$ cat config.mk
export PLATFORM = sky130hd
export DESIGN_NAME = control_unit_flat
export DESIGN_NICKNAME = d
export VERILOG_FILES = /design/src/rtl/proc_pkg.sv /design/src/rtl/control_unit_if.sv /design/src/rtl/program_counter.sv /design/src/rtl/control_unit.sv /design/src/flat_wrapper.sv
export SDC_FILE = /design/constraint.sdc
export NUM_CORES = 1
export LEC_CHECK = 0
export CAP_MARGIN = 10
export CORE_ASPECT_RATIO = 0.75
export CORE_MARGIN = 1
export CORE_UTILIZATION = 40
export CTS_BUF_LIST = sky130_fd_sc_hd__clkbuf_4 sky130_fd_sc_hd__clkbuf_8 sky130_fd_sc_hd__clkbuf_16
export CTS_CLUSTER_SIZE = 12
export DETAILED_ROUTE_END_ITERATION = 7
export GPL_ROUTABILITY_DRIVEN = 0
export GPL_TIMING_DRIVEN = 0
export PLACE_DENSITY_LB_ADDON = 0.08
export SLEW_MARGIN = 20
export SYNTH_ARGS = -nofsm -noshare
export SYNTH_HDL_FRONTEND = slang
export SYNTH_HIERARCHICAL = 1
export SYNTH_SLANG_ARGS = --single-unit
$ cat constraint.sdc
create_clock -name Clk -period 5.7 [get_ports Clk]
set_clock_uncertainty 0.05 [all_clocks]
set_input_delay 1.14 -clock Clk [delete_from_list [all_inputs] [get_ports Clk]]
set_output_delay 1.14 -clock Clk [all_outputs]
set_load 0.05 [all_outputs]
$ cat src/rtl/proc_pkg.sv
// Shared processor definitions: controller state encoding, opcodes and ALU selects.
// Imported by the control unit, datapath and ALU.
package proc_pkg;

  typedef enum logic [3:0] {
    ST_INIT   = 4'd0,
    ST_FETCH  = 4'd1,
    ST_DECODE = 4'd2,
    ST_NOOP   = 4'd3,
    ST_LOAD_A = 4'd4,
    ST_LOAD_B = 4'd5,
    ST_STORE  = 4'd6,
    ST_ADD    = 4'd7,
    ST_SUB    = 4'd8,
    ST_HALT   = 4'd9
  } state_t;

  localparam logic [3:0] OP_NOOP  = 4'b0000;
  localparam logic [3:0] OP_STORE = 4'b0001;
  localparam logic [3:0] OP_LOAD  = 4'b0010;
  localparam logic [3:0] OP_ADD   = 4'b0011;
  localparam logic [3:0] OP_SUB   = 4'b0100;
  localparam logic [3:0] OP_HALT  = 4'b0101;

  localparam logic [2:0] ALU_PASS = 3'd0;
  localparam logic [2:0] ALU_ADD  = 3'd1;
  localparam logic [2:0] ALU_SUB  = 3'd2;

  // Undefined opcodes fall through to NOOP.
  function automatic state_t decode_op(input logic [3:0] op);
    case (op)
      OP_STORE: return ST_STORE;
      OP_LOAD:  return ST_LOAD_A;
      OP_ADD:   return ST_ADD;
      OP_SUB:   return ST_SUB;
      OP_HALT:  return ST_HALT;
      default:  return ST_NOOP;
    endcase
  endfunction

endpackage

$ cat src/rtl/control_unit_if.sv
// Bus between the control unit, the instruction ROM and the datapath.
// The control unit is the master; ROM/datapath side is the slave.
interface control_unit_if #(parameter int PC_W = 7);

  logic [15:0]     IR_in;
  logic [PC_W-1:0] PC_Addr;
  logic [7:0]      D_Addr;
  logic            D_wr;
  logic            RF_s;
  logic            RF_W_en;
  logic [3:0]      RF_W_addr;
  logic [3:0]      RF_Ra_addr;
  logic [3:0]      RF_Rb_addr;
  logic [2:0]      Alu_s0;
  logic [3:0]      State;
  logic            Halted;

  modport master (
    input  IR_in,
    output PC_Addr, D_Addr, D_wr, RF_s, RF_W_en, RF_W_addr,
           RF_Ra_addr, RF_Rb_addr, Alu_s0, State, Halted
  );

  modport slave (
    output IR_in,
    input  PC_Addr, D_Addr, D_wr, RF_s, RF_W_en, RF_W_addr,
           RF_Ra_addr, RF_Rb_addr, Alu_s0, State, Halted
  );

endinterface

$ cat src/rtl/program_counter.sv
// Program counter with synchronous clear and increment; wraps naturally at 2^PC_W.
module program_counter #(
  parameter int PC_W = 7
) (
  input  logic            Clk,
  input  logic            Reset,
  input  logic            clr,
  input  logic            inc,
  output logic [PC_W-1:0] pc
);

  logic [PC_W-1:0] pc_reg;

  always_ff @(posedge Clk) begin
    if (Reset || clr) begin
      pc_reg <= '0;
    end else if (inc) begin
      pc_reg <= pc_reg + PC_W'(1);
    end
  end

  assign pc = pc_reg;

endmodule

$ cat src/rtl/control_unit.sv
// Multi-cycle Moore sequencer: fetches from a synchronous ROM, decodes the opcode
// and drives the datapath control lines from the state and instruction register only.
module control_unit
  import proc_pkg::*;
#(
  parameter int PC_W = 7
) (
  input  logic          Clk,
  input  logic          Reset,
  control_unit_if.master bus
);

  state_t          state_reg;
  state_t          state_next;
  logic [15:0]     ir_reg;
  logic [PC_W-1:0] pc;

  program_counter #(.PC_W(PC_W)) u_pc (
    .Clk   (Clk),
    .Reset (Reset),
    .clr   (state_reg == ST_INIT),
    .inc   (state_reg == ST_FETCH),
    .pc    (pc)
  );

  always_ff @(posedge Clk) begin
    if (Reset) begin
      state_reg <= ST_INIT;
    end else begin
      state_reg <= state_next;
    end
  end

  always_ff @(posedge Clk) begin
    if (Reset || state_reg == ST_INIT) begin
      ir_reg <= '0;
    end else if (state_reg == ST_FETCH) begin
      ir_reg <= bus.IR_in;
    end
  end

  always_comb begin
    state_next = state_reg;
    case (state_reg)
      ST_INIT:   state_next = ST_FETCH;
      ST_FETCH:  state_next = ST_DECODE;
      ST_DECODE: state_next = decode_op(ir_reg[15:12]);
      ST_LOAD_A: state_next = ST_LOAD_B;
      ST_NOOP, ST_LOAD_B, ST_STORE, ST_ADD, ST_SUB: state_next = ST_FETCH;
      ST_HALT:   state_next = ST_HALT;
      default:   state_next = ST_INIT;
    endcase
  end

  // Memory read data is only valid in LOAD_B, so the RF write waits for it.
  always_comb begin
    bus.D_Addr     = '0;
    bus.D_wr       = 1'b0;
    bus.RF_s       = 1'b0;
    bus.RF_W_en    = 1'b0;
    bus.RF_W_addr  = '0;
    bus.RF_Ra_addr = '0;
    bus.RF_Rb_addr = '0;
    bus.Alu_s0     = ALU_PASS;
    case (state_reg)
      ST_LOAD_A: begin
        bus.D_Addr = ir_reg[11:4];
        bus.RF_s   = 1'b1;
      end
      ST_LOAD_B: begin
        bus.D_Addr    = ir_reg[11:4];
        bus.RF_s      = 1'b1;
        bus.RF_W_addr = ir_reg[3:0];
        bus.RF_W_en   = 1'b1;
      end
      ST_STORE: begin
        bus.D_Addr     = ir_reg[7:0];
        bus.RF_Ra_addr = ir_reg[11:8];
        bus.D_wr       = 1'b1;
      end
      ST_ADD, ST_SUB: begin
        bus.RF_Ra_addr = ir_reg[11:8];
        bus.RF_Rb_addr = ir_reg[7:4];
        bus.RF_W_addr  = ir_reg[3:0];
        bus.RF_W_en    = 1'b1;
        bus.Alu_s0     = (state_reg == ST_ADD) ? ALU_ADD : ALU_SUB;
      end
      default: ;
    endcase
  end

  assign bus.PC_Addr = pc;
  assign bus.State   = state_reg;
  assign bus.Halted  = (state_reg == ST_HALT);

endmodule

$ cat src/flat_wrapper.sv
// flat-port wrapper written by rule: the top's interface ports become plain ports
module control_unit_flat import proc_pkg::*;
#(
  parameter int PC_W = 7
)
  (Clk, Reset, bus_IR_in, bus_PC_Addr, bus_D_Addr, bus_D_wr, bus_RF_s, bus_RF_W_en, bus_RF_W_addr, bus_RF_Ra_addr, bus_RF_Rb_addr, bus_Alu_s0, bus_State, bus_Halted);
  control_unit_if #(.PC_W(PC_W)) bus_i ();
  input  logic Clk;
  input  logic Reset;
  input wire logic [$bits(bus_i.IR_in)-1:0] bus_IR_in;
  output wire logic [$bits(bus_i.PC_Addr)-1:0] bus_PC_Addr;
  output wire logic [$bits(bus_i.D_Addr)-1:0] bus_D_Addr;
  output wire logic [$bits(bus_i.D_wr)-1:0] bus_D_wr;
  output wire logic [$bits(bus_i.RF_s)-1:0] bus_RF_s;
  output wire logic [$bits(bus_i.RF_W_en)-1:0] bus_RF_W_en;
  output wire logic [$bits(bus_i.RF_W_addr)-1:0] bus_RF_W_addr;
  output wire logic [$bits(bus_i.RF_Ra_addr)-1:0] bus_RF_Ra_addr;
  output wire logic [$bits(bus_i.RF_Rb_addr)-1:0] bus_RF_Rb_addr;
  output wire logic [$bits(bus_i.Alu_s0)-1:0] bus_Alu_s0;
  output wire logic [$bits(bus_i.State)-1:0] bus_State;
  output wire logic [$bits(bus_i.Halted)-1:0] bus_Halted;
  assign bus_i.IR_in = bus_IR_in;
  assign bus_PC_Addr = bus_i.PC_Addr;
  assign bus_D_Addr = bus_i.D_Addr;
  assign bus_D_wr = bus_i.D_wr;
  assign bus_RF_s = bus_i.RF_s;
  assign bus_RF_W_en = bus_i.RF_W_en;
  assign bus_RF_W_addr = bus_i.RF_W_addr;
  assign bus_RF_Ra_addr = bus_i.RF_Ra_addr;
  assign bus_RF_Rb_addr = bus_i.RF_Rb_addr;
  assign bus_Alu_s0 = bus_i.Alu_s0;
  assign bus_State = bus_i.State;
  assign bus_Halted = bus_i.Halted;
  control_unit #(.PC_W(PC_W)) u_core (.Clk(Clk), .Reset(Reset), .bus(bus_i));
endmodule
* After elaboration in Yosys (flattened, before gate mapping)
Index checks and enable logic that the tools add are counted.
** Word-level totals
- Register bits :: 27
- Bits of input ports :: 18
- Word-level logic and storage cells :: 36
- Output and inout bits :: 38
** Operators by class
- Reductions and logical operators :: 7
- $add $sub $neg :: 1
- Equality and inequality tests :: 14
- Multiplexer cells :: 11
** Operator list (number)
- 4-bit one-hot mux with 5 select lines :: 2
- 4-bit by 3-bit == test with 1-bit output, second input constant :: 6
- 4-bit by 2-bit == test with 1-bit output, second input constant :: 4
- 8-bit one-hot mux with 2 select lines :: 1
- 4-bit two-way mux :: 3
- 4-bit by 1-bit == test with 1-bit output, second input constant :: 2
- 4-bit == test, second input constant :: 2
- 7-bit by 1-bit adder with 7-bit output, second input constant :: 1
- 3-bit OR reduction :: 2
- 6-bit OR reduction :: 1
- 4-bit zero test :: 1
- 2-bit OR reduction :: 2
- 1-bit two-way mux :: 3
- 3-bit two-way mux :: 1
- 2-bit two-way mux :: 1
- 1-bit logical OR :: 1

* Logic depth before layout (Yosys ltp)
Gate-level depths: netlist of the first run.
- Word-level depth :: 3
- Gate-level depth with buffers :: 9
- Gate-level depth less buffers :: 5

* By module
Netlist of the first run, hierarchy kept.
** Modules (own cells, without submodules)
- control_unit :: cells an instance 131, times used 1, seq. area each 400.4 µm², area each 1068.5 µm²
- program_counter :: cells an instance 33, times used 1, seq. area each 140.1 µm², area each 302.8 µm²

* Worst setup path before layout of the first run
Ideal clock, no wire load.
- Path kind :: register to output
- Start :: register u_core.state_reg[3], in the netlist u_core/bus.State[3]
- End :: output bus_RF_W_addr[0]
- Slack :: 866 ps
- Arrival :: 3644 ps
- Path buffers :: 1
- Stages on the path, launching flop included :: 5
- Required time :: 4510 ps
- Cells stage by stage :: dfxtp_1 buf_6 nor4b_1 a21o_1 and2_1
** On the way
- Longest elaborated chain between the ends :: 3
- Elaborated cells on any way between the ends :: 5
- Classes of those cells :: eq/ne (3); mux (1); reduce/logical (1)
** RTL lines
- start, declared :: line control_unit.sv:13 : state_t state_reg;
- start signal, assigned :: line control_unit.sv:30 : state_reg <= state_next;
- 4-bit by 3-bit == test with 1-bit output or 4-bit == test (tied branches) :: line control_unit.sv:65 : case (state_reg)
- 3-bit OR reduction (no line) *
- 4-bit two-way mux * :: line control_unit.sv:65
- end, declared :: line flat_wrapper.sv:16 : output wire logic [$bits(bus_i.RF_W_addr)-1:0] bus_RF_W_addr;
Mark *: on every way between the ends. The rest lies on a longest branch, timed or not.

* Final worst setup path of the first run
- Start :: register u_core.state_reg[3], in the netlist u_core/bus.State[3]
- End :: output bus_D_Addr[5]
** On the way
- Longest elaborated chain between the ends :: 3
- Elaborated cells on any way between the ends :: 5
- Classes of those cells :: eq/ne (3); mux (1); reduce/logical (1)
** RTL lines
- 4-bit by 3-bit == test with 1-bit output :: line control_unit.sv:65
- 2-bit OR reduction (no line)
- 8-bit one-hot mux with 2 select lines * :: line control_unit.sv:65
- end, declared :: line flat_wrapper.sv:12 : output wire logic [$bits(bus_i.D_Addr)-1:0] bus_D_Addr;
Marked as above.

==> out/results.txt, run 1 <==
Outcome -> completed
Clock sinks -> 27
Crit-path cells -> buf_6 > nand2b_1 > nor3b_2 > a22o_1 > clkdlybuf4s50_1
MaxCap Viol Count -> 0
Arrival time at the worst endpoint -> 2510 ps
Gr ovfl total -> 0
Most common cell after layout, fill and taps aside -> clkdlybuf4s50_1
Final setup viols -> 0
All-Layer GR Usage -> 19.5%
M1 GR Usage -> 21.9%
Multi-input gate area -> 733 µm²
Area after DPL -> 1960 µm²
Register Area -> 541 µm²
Post-CTS Setup Bufs -> 0
Post-synth EDFFs -> 0
CP Class -> flip-flop to output pin
Placed Cells incl. Taps -> 258
Largest net degree at the start of global routing -> 15
Max VDD drop -> 115 µV
Chip Height -> 52.7 µm
P per Cell Area -> 227 nW/µm²
Die area -> 3670 µm²
Fillers -> 288
Max FFs per register -> 16
Hold-fix buffers at CTS -> 0
DRT Wirelength -> 3460 µm
Initial antenna violation count -> 0
N_diodes -> 0
RSZ-0062 raised after global routing -> false
Fin area -> 2010 µm²
Worst slew margin -> 59.6%
Initial Util -> 41.7%
Crit path capture type -> output pin
Setup TNS -> 0 ps
Vias -> 1366
Pins Over Slew Limit -> 0
Fin. Hold Viols -> 0
H-tree depth -> 1
Wire per inst -> 13.2 µm
Post-Layout Cell Count -> 262
# DRC -> 0
Synthesized area per cell -> 8.36 µm²
Clock power frac -> 24.9%
CTS tree -> done
CP max-delay cell -> clkdlybuf4s50_1
Layout cells sized above 1 -> 9.91%
Highest Clock Rate -> 0.270 GHz
IO Pins -> 56
Switching Share -> 32.0%
# rows -> 18
Die Span X -> 69.6 µm
Synth Net Count -> 183
Via density -> 5.21
Hold slack -> 431 ps
Max stage delay on crit path -> 810 ps
Crit Path Max Fanout -> 10
Final HPWL DP -> 2640 µm
Int Power -> 0.310 mW
Hold Path Class -> flip-flop to flip-flop
Vias in the first global route -> 1303
CTS root buffer -> clkbuf_8
Gate Count Post-Synth -> 164
Post-synth cell types -> 39
Clk_lat worst skew -> 270 ps
M2 GR Usage -> 36.1%
Starting DRT DRC Count -> 45
I/O Buffers -> 54
DRT Pass-1 Iters -> 4
Most frequent cells in the layout -> clkdlybuf4s50_1, nand2_1, dfxtp_1
Sequential area share after synthesis -> 39.4%
Cts repair resizes -> 0
Number of synthesis warnings -> 6
Slew of the pin with the lowest slew margin -> 604 ps
Cell area after synthesis -> 1370 µm²
Fin crit period -> 3700 ps
Sequential Power Share -> 46.6%
Top Usage Layer GRT -> met2
Async set-reset flop share out of synthesis -> 0%
Data required, critical path -> 4510 ps
Nets -> 242
Period utilisation layout -> 64.9%
Commonest register cell after synthesis -> dfxtp_1
Clock transition at path regs -> 90 ps
Met3 Use GR -> 6.73%
Final ANT Viol Nets -> 0
Core box area -> 3290 µm²
Combinational Power Share -> 28.4%
Global-route wire length before repair -> 5600 µm
Leak -> 0.737 nW
Area grow syn2layout -> 46.6%
P_sw -> 0.146 mW
Crit path launch type -> flip-flop
Num CTS Buffers -> 3
Final core occ -> 61.1%
Clock buffer depth -> 2
Number of synthesized register bits -> 27
[per-stage QoR]
stage	setup slack [ps]	power [mW]
after floorplan	866	0.306
after global placement	2310	0.343
after detailed placement	2290	0.347
after CTS	1990	0.459
after global routing	1840	0.477
final	2000	0.456
[worst max-delay path, delay by kind of cell, from the launching register on]
kind	cells	cell delay, ps
buffers and inverters	2	940
and+or+nand+nor	2	740
DFF	1	320
AOI/OAI and AO/OA	1	230
[layer usage]
| metal | vias up | part of all wire [%] |
|---|---|---|
| li1 | 681 | - |
| met1 | 638 | 45 |
| met2 | 43 | 48 |
| met3 | 4 | 6.5 |
| met4 | 0 | 0.67 |
| met5 | - | 0 |
[cells in the mapped netlist (3+ instances only)]
cell type | count | area (µm²)
xor2_1 | 3 | 26.3
a22o_1 | 8 | 70.1
o21a_1 | 4 | 30.0
nor2_1 | 9 | 33.8
and2_1 | 12 | 75.1
buf_2 | 3 | 15.0
nand2b_1 | 3 | 18.8
dfxtp_1 | 27 | 541
buf_4 | 3 | 22.5
o21ai_0 | 3 | 15.0
a21oi_1 | 17 | 85.1
nand2_1 | 35 | 131
[power groups by stage]
stage          clock [mW]  combinational [mW]  sequential [mW]
2_1_floorplan           0              0.0777            0.228
3_5_place_dp            0               0.130            0.217
5_1_grt             0.122               0.140            0.215
3_3_place_gp            0               0.127            0.216
4_1_cts             0.116               0.130            0.213
6_report            0.114               0.130            0.213
[kinds of logic after synthesis]
| logic type | after synthesis | synth area share [%] |
|---|---|---|
| AOI/OAI and AO/OA | 38 | 18.3 |
| xor gates and xnor gates | 5 | 3.19 |
| adders and majority gates | 1 | 0.912 |
| buffers and inverters | 12 | 7.12 |
| DFF | 27 | 39.4 |
| muxes | 1 | 0.730 |
| other | 1 | 0.273 |
| and+or+nand+nor | 79 | 30.0 |
[final timing paths]
kind	endpoint	from	slack, ps	depth (start not counted)
worst min-delay path	u_core/ir_reg[9]	u_core/ir_reg[9]	430	2
worst max-delay path	bus_D_Addr[5]	u_core/bus.State[3]	2000	5
worst min register to register	u_core/ir_reg[9]	u_core/ir_reg[9]	430	2
worst max register to register	u_core/u_pc/pc[6]	u_core/bus.State[0]	3440	9
[cell type report]
class / instances / share of cell area (%)
timing repair buffer: 54 / 26.9
sequential: 27 / 26.9
multi-input combinational: 125 / 36.5
buffer: 11 / 4.42
inverter: 1 / 0.436
tap: 40 / 2.49
clock buffer: 4 / 2.43
No activity file was read; power rests on OpenSTA's default activity.
==> inputs of run 2 (changes only) <==
- clock period: 5.7 -> 3.56 ns (I/O delays scaled with it)
==> run 2 against run 1 <==
  * Wire length increased by 5.1%
  * Final cell count unchanged
  * Critical path depth decreased by 1
  * First-iteration DRC count increased to 2.9 times the previous value
  * Clock-buffer cell count decreased by 1
  * Sequential share of layout area decreased by 0.28 points
  * Global-route usage increased by 0.86 points
  * Core utilization increased by 0.65 points
  * Via count increased by 1.1%
==> out/results.txt, run 2 (synthesis gave the netlist of run 1 again) <==
Outcome -> completed (unchanged)
Global-route wire length before repair -> 5930 µm (was 5600 µm)
Post-CTS Setup Bufs -> 0 (unchanged)
Max VDD drop -> 214 µV (was 115 µV)
Largest net degree at the start of global routing -> 16 (was 15)
Layout cells sized above 1 -> 10.8% (was 9.91%)
P per Cell Area -> 360 nW/µm² (was 227 nW/µm²)
Gr ovfl total -> 0 (unchanged)
Fin crit period -> 3280 ps
Setup TNS -> 0 ps (unchanged)
Crit Path Max Fanout -> 10 (unchanged)
DRT Wirelength -> 3630 µm (was 3460 µm)
Area grow syn2layout -> 48.2% (was 46.6%)
Hold Path Class -> flip-flop to flip-flop (unchanged)
Clock transition at path regs -> 100 ps (was 90 ps)
Vias -> 1381 (was 1366)
Final ANT Viol Nets -> 0 (unchanged)
All-Layer GR Usage -> 20.3% (was 19.5%)
Die Span X -> 69.6 µm (unchanged)
Crit path launch type -> flip-flop (unchanged)
Data required, critical path -> 2800 ps (was 4510 ps)
Final setup viols -> 0 (unchanged)
Starting DRT DRC Count -> 132 (was 45)
MaxCap Viol Count -> 0 (unchanged)
Final core occ -> 61.8% (was 61.1%)
CTS root buffer -> clkbuf_8 (unchanged)
Clock buffer depth -> 2 (unchanged)
Via density -> 5.27 (was 5.21)
Vias in the first global route -> 1290 (was 1303)
Highest Clock Rate -> 0.305 GHz
Clock sinks -> 27 (unchanged)
Arrival time at the worst endpoint -> 2520 ps (was 2510 ps)
Die area -> 3670 µm² (unchanged)
Worst slew margin -> 65.4% (was 59.6%)
I/O Buffers -> 54 (unchanged)
Max FFs per register -> 16 (unchanged)
# rows -> 18 (unchanged)
# DRC -> 0 (unchanged)
DRT Pass-1 Iters -> 4 (unchanged)
Leak -> 0.744 nW (was 0.737 nW)
Pins Over Slew Limit -> 0 (unchanged)
Core box area -> 3290 µm² (unchanged)
Final HPWL DP -> 2650 µm (was 2640 µm)
Hold-fix buffers at CTS -> 0 (unchanged)
Slew of the pin with the lowest slew margin -> 517 ps (was 604 ps)
RSZ-0062 raised after global routing -> false (unchanged)
Chip Height -> 52.7 µm (unchanged)
Wire per inst -> 13.9 µm (was 13.2 µm)
Initial Util -> 41.7% (unchanged)
Initial antenna violation count -> 0 (unchanged)
Num CTS Buffers -> 3 (unchanged)
N_diodes -> 0 (unchanged)
Most common cell after layout, fill and taps aside -> clkdlybuf4s50_1 (unchanged)
H-tree depth -> 1 (unchanged)
CTS tree -> done (unchanged)
CP Class -> flip-flop to output pin (unchanged)
Most frequent cells in the layout -> clkdlybuf4s50_1, nand2_1, dfxtp_1 (unchanged)
Period utilisation layout -> 92.2%
IO Pins -> 56 (unchanged)
Crit path capture type -> output pin (unchanged)
Fillers -> 285 (was 288)
Fin. Hold Viols -> 0 (unchanged)
Nets -> 242 (unchanged)
Clk_lat worst skew -> 270 ps (about the same)
-- run 2: changes by cell type in the layout (fill, tap and decap cells not counted), sizes merged --
cell,delta
clkbuf,-1
clkinv,+1
-- run 2: critical path, cell delays in order (launching register included) --
cell and delay (ps):
dfxtp_1 550, nand2b_1 200, nor3b_4 460, a22o_1 220, clkdlybuf4s50_1 810
-- run 2: repair_timing --
action,CTS,global route
endpoints found under the hold margin,0,0
resized for setup,0,2
setup endpoints to repair,0,5
-- run 2: where the power goes --
group,internal [mW],switching (mW)
clock network,0.0785,0.0984
logic,0.0892,0.125
registers,0.321,0.0193
-- run 2: final timing paths --
check                                    startpoint                 to  slack [ps]  cells past startpoint
worst max register to register  u_core/bus.State[0]  u_core/u_pc/pc[6]        1260                      9
worst min register to register     u_core/ir_reg[2]   u_core/ir_reg[2]         430                      2
worst min-delay path               u_core/ir_reg[2]   u_core/ir_reg[2]         430                      2
worst max-delay path            u_core/bus.State[2]      bus_D_Addr[2]         280                      4
-- run 2: metrics by stage --
step	power (mW)	hold WS, ps	worst slack (ps)	cells	cell area, µm²
floorplan	0.492	394	271	164	1390
global placement	0.552	405	582	258	1980
detailed placement	0.558	416	482	258	1980
CTS	0.732	429	154	262	2020
global route	0.772	452	96.6	262	2030
finish	0.732	428	279	262	2030
-- run 2: final cells by class --
class / instances / area, µm² / share of cell area [%]
clock inverters: 1 / 5.00 / 0.246
repair buffers: 54 / 541 / 26.6
plain buffers: 11 / 88.8 / 4.37
clock buffers: 3 / 41.3 / 2.03
inverters: 1 / 8.76 / 0.431
well taps: 40 / 50.0 / 2.46
multi-input cells: 125 / 757 / 37.3
flip-flops and latches: 27 / 541 / 26.6
-- run 2: metal layers --
| metal | vias to the layer above | part of all wire [%] | track usage (%) |
|---|---|---|---|
| met3 | 4 | 6.1 | 5.96 |
| li1 | 679 | - | - |
| met5 | - | 0 | 0 |
| met2 | 52 | 48 | 35.8 |
| met1 | 646 | 46 | 25.4 |
| met4 | 0 | 0.28 | 3.33 |
==> inputs of run 3 (changes only) <==
--- a/config.mk
+++ b/config.mk
@@ -16,4 +16,5 @@
 export GPL_TIMING_DRIVEN = 0
 export PLACE_DENSITY_LB_ADDON = 0.08
+export SETUP_SLACK_MARGIN = 0.05
 export SLEW_MARGIN = 20
 export SYNTH_ARGS = -nofsm -noshare
--- a/constraint.sdc
+++ b/constraint.sdc
@@ -3,3 +3,3 @@
 set_input_delay 0.712 -clock Clk [delete_from_list [all_inputs] [get_ports Clk]]
 set_output_delay 0.712 -clock Clk [all_outputs]
-set_load 0.05 [all_outputs]
+set_load 0.01 [all_outputs]
==> results of run 3 <==
The final DEF is identical to that of run 1. Status: completed.
Among the figures that moved: setup slack after placement 2290 ps -> 849 ps; setup slack after layout 2000 ps -> 557 ps; register-to-register setup slack 3440 ps -> 1300 ps; total power 0.456 mW -> 0.706 mW; worst IR drop on VDD 115 µV -> 184 µV
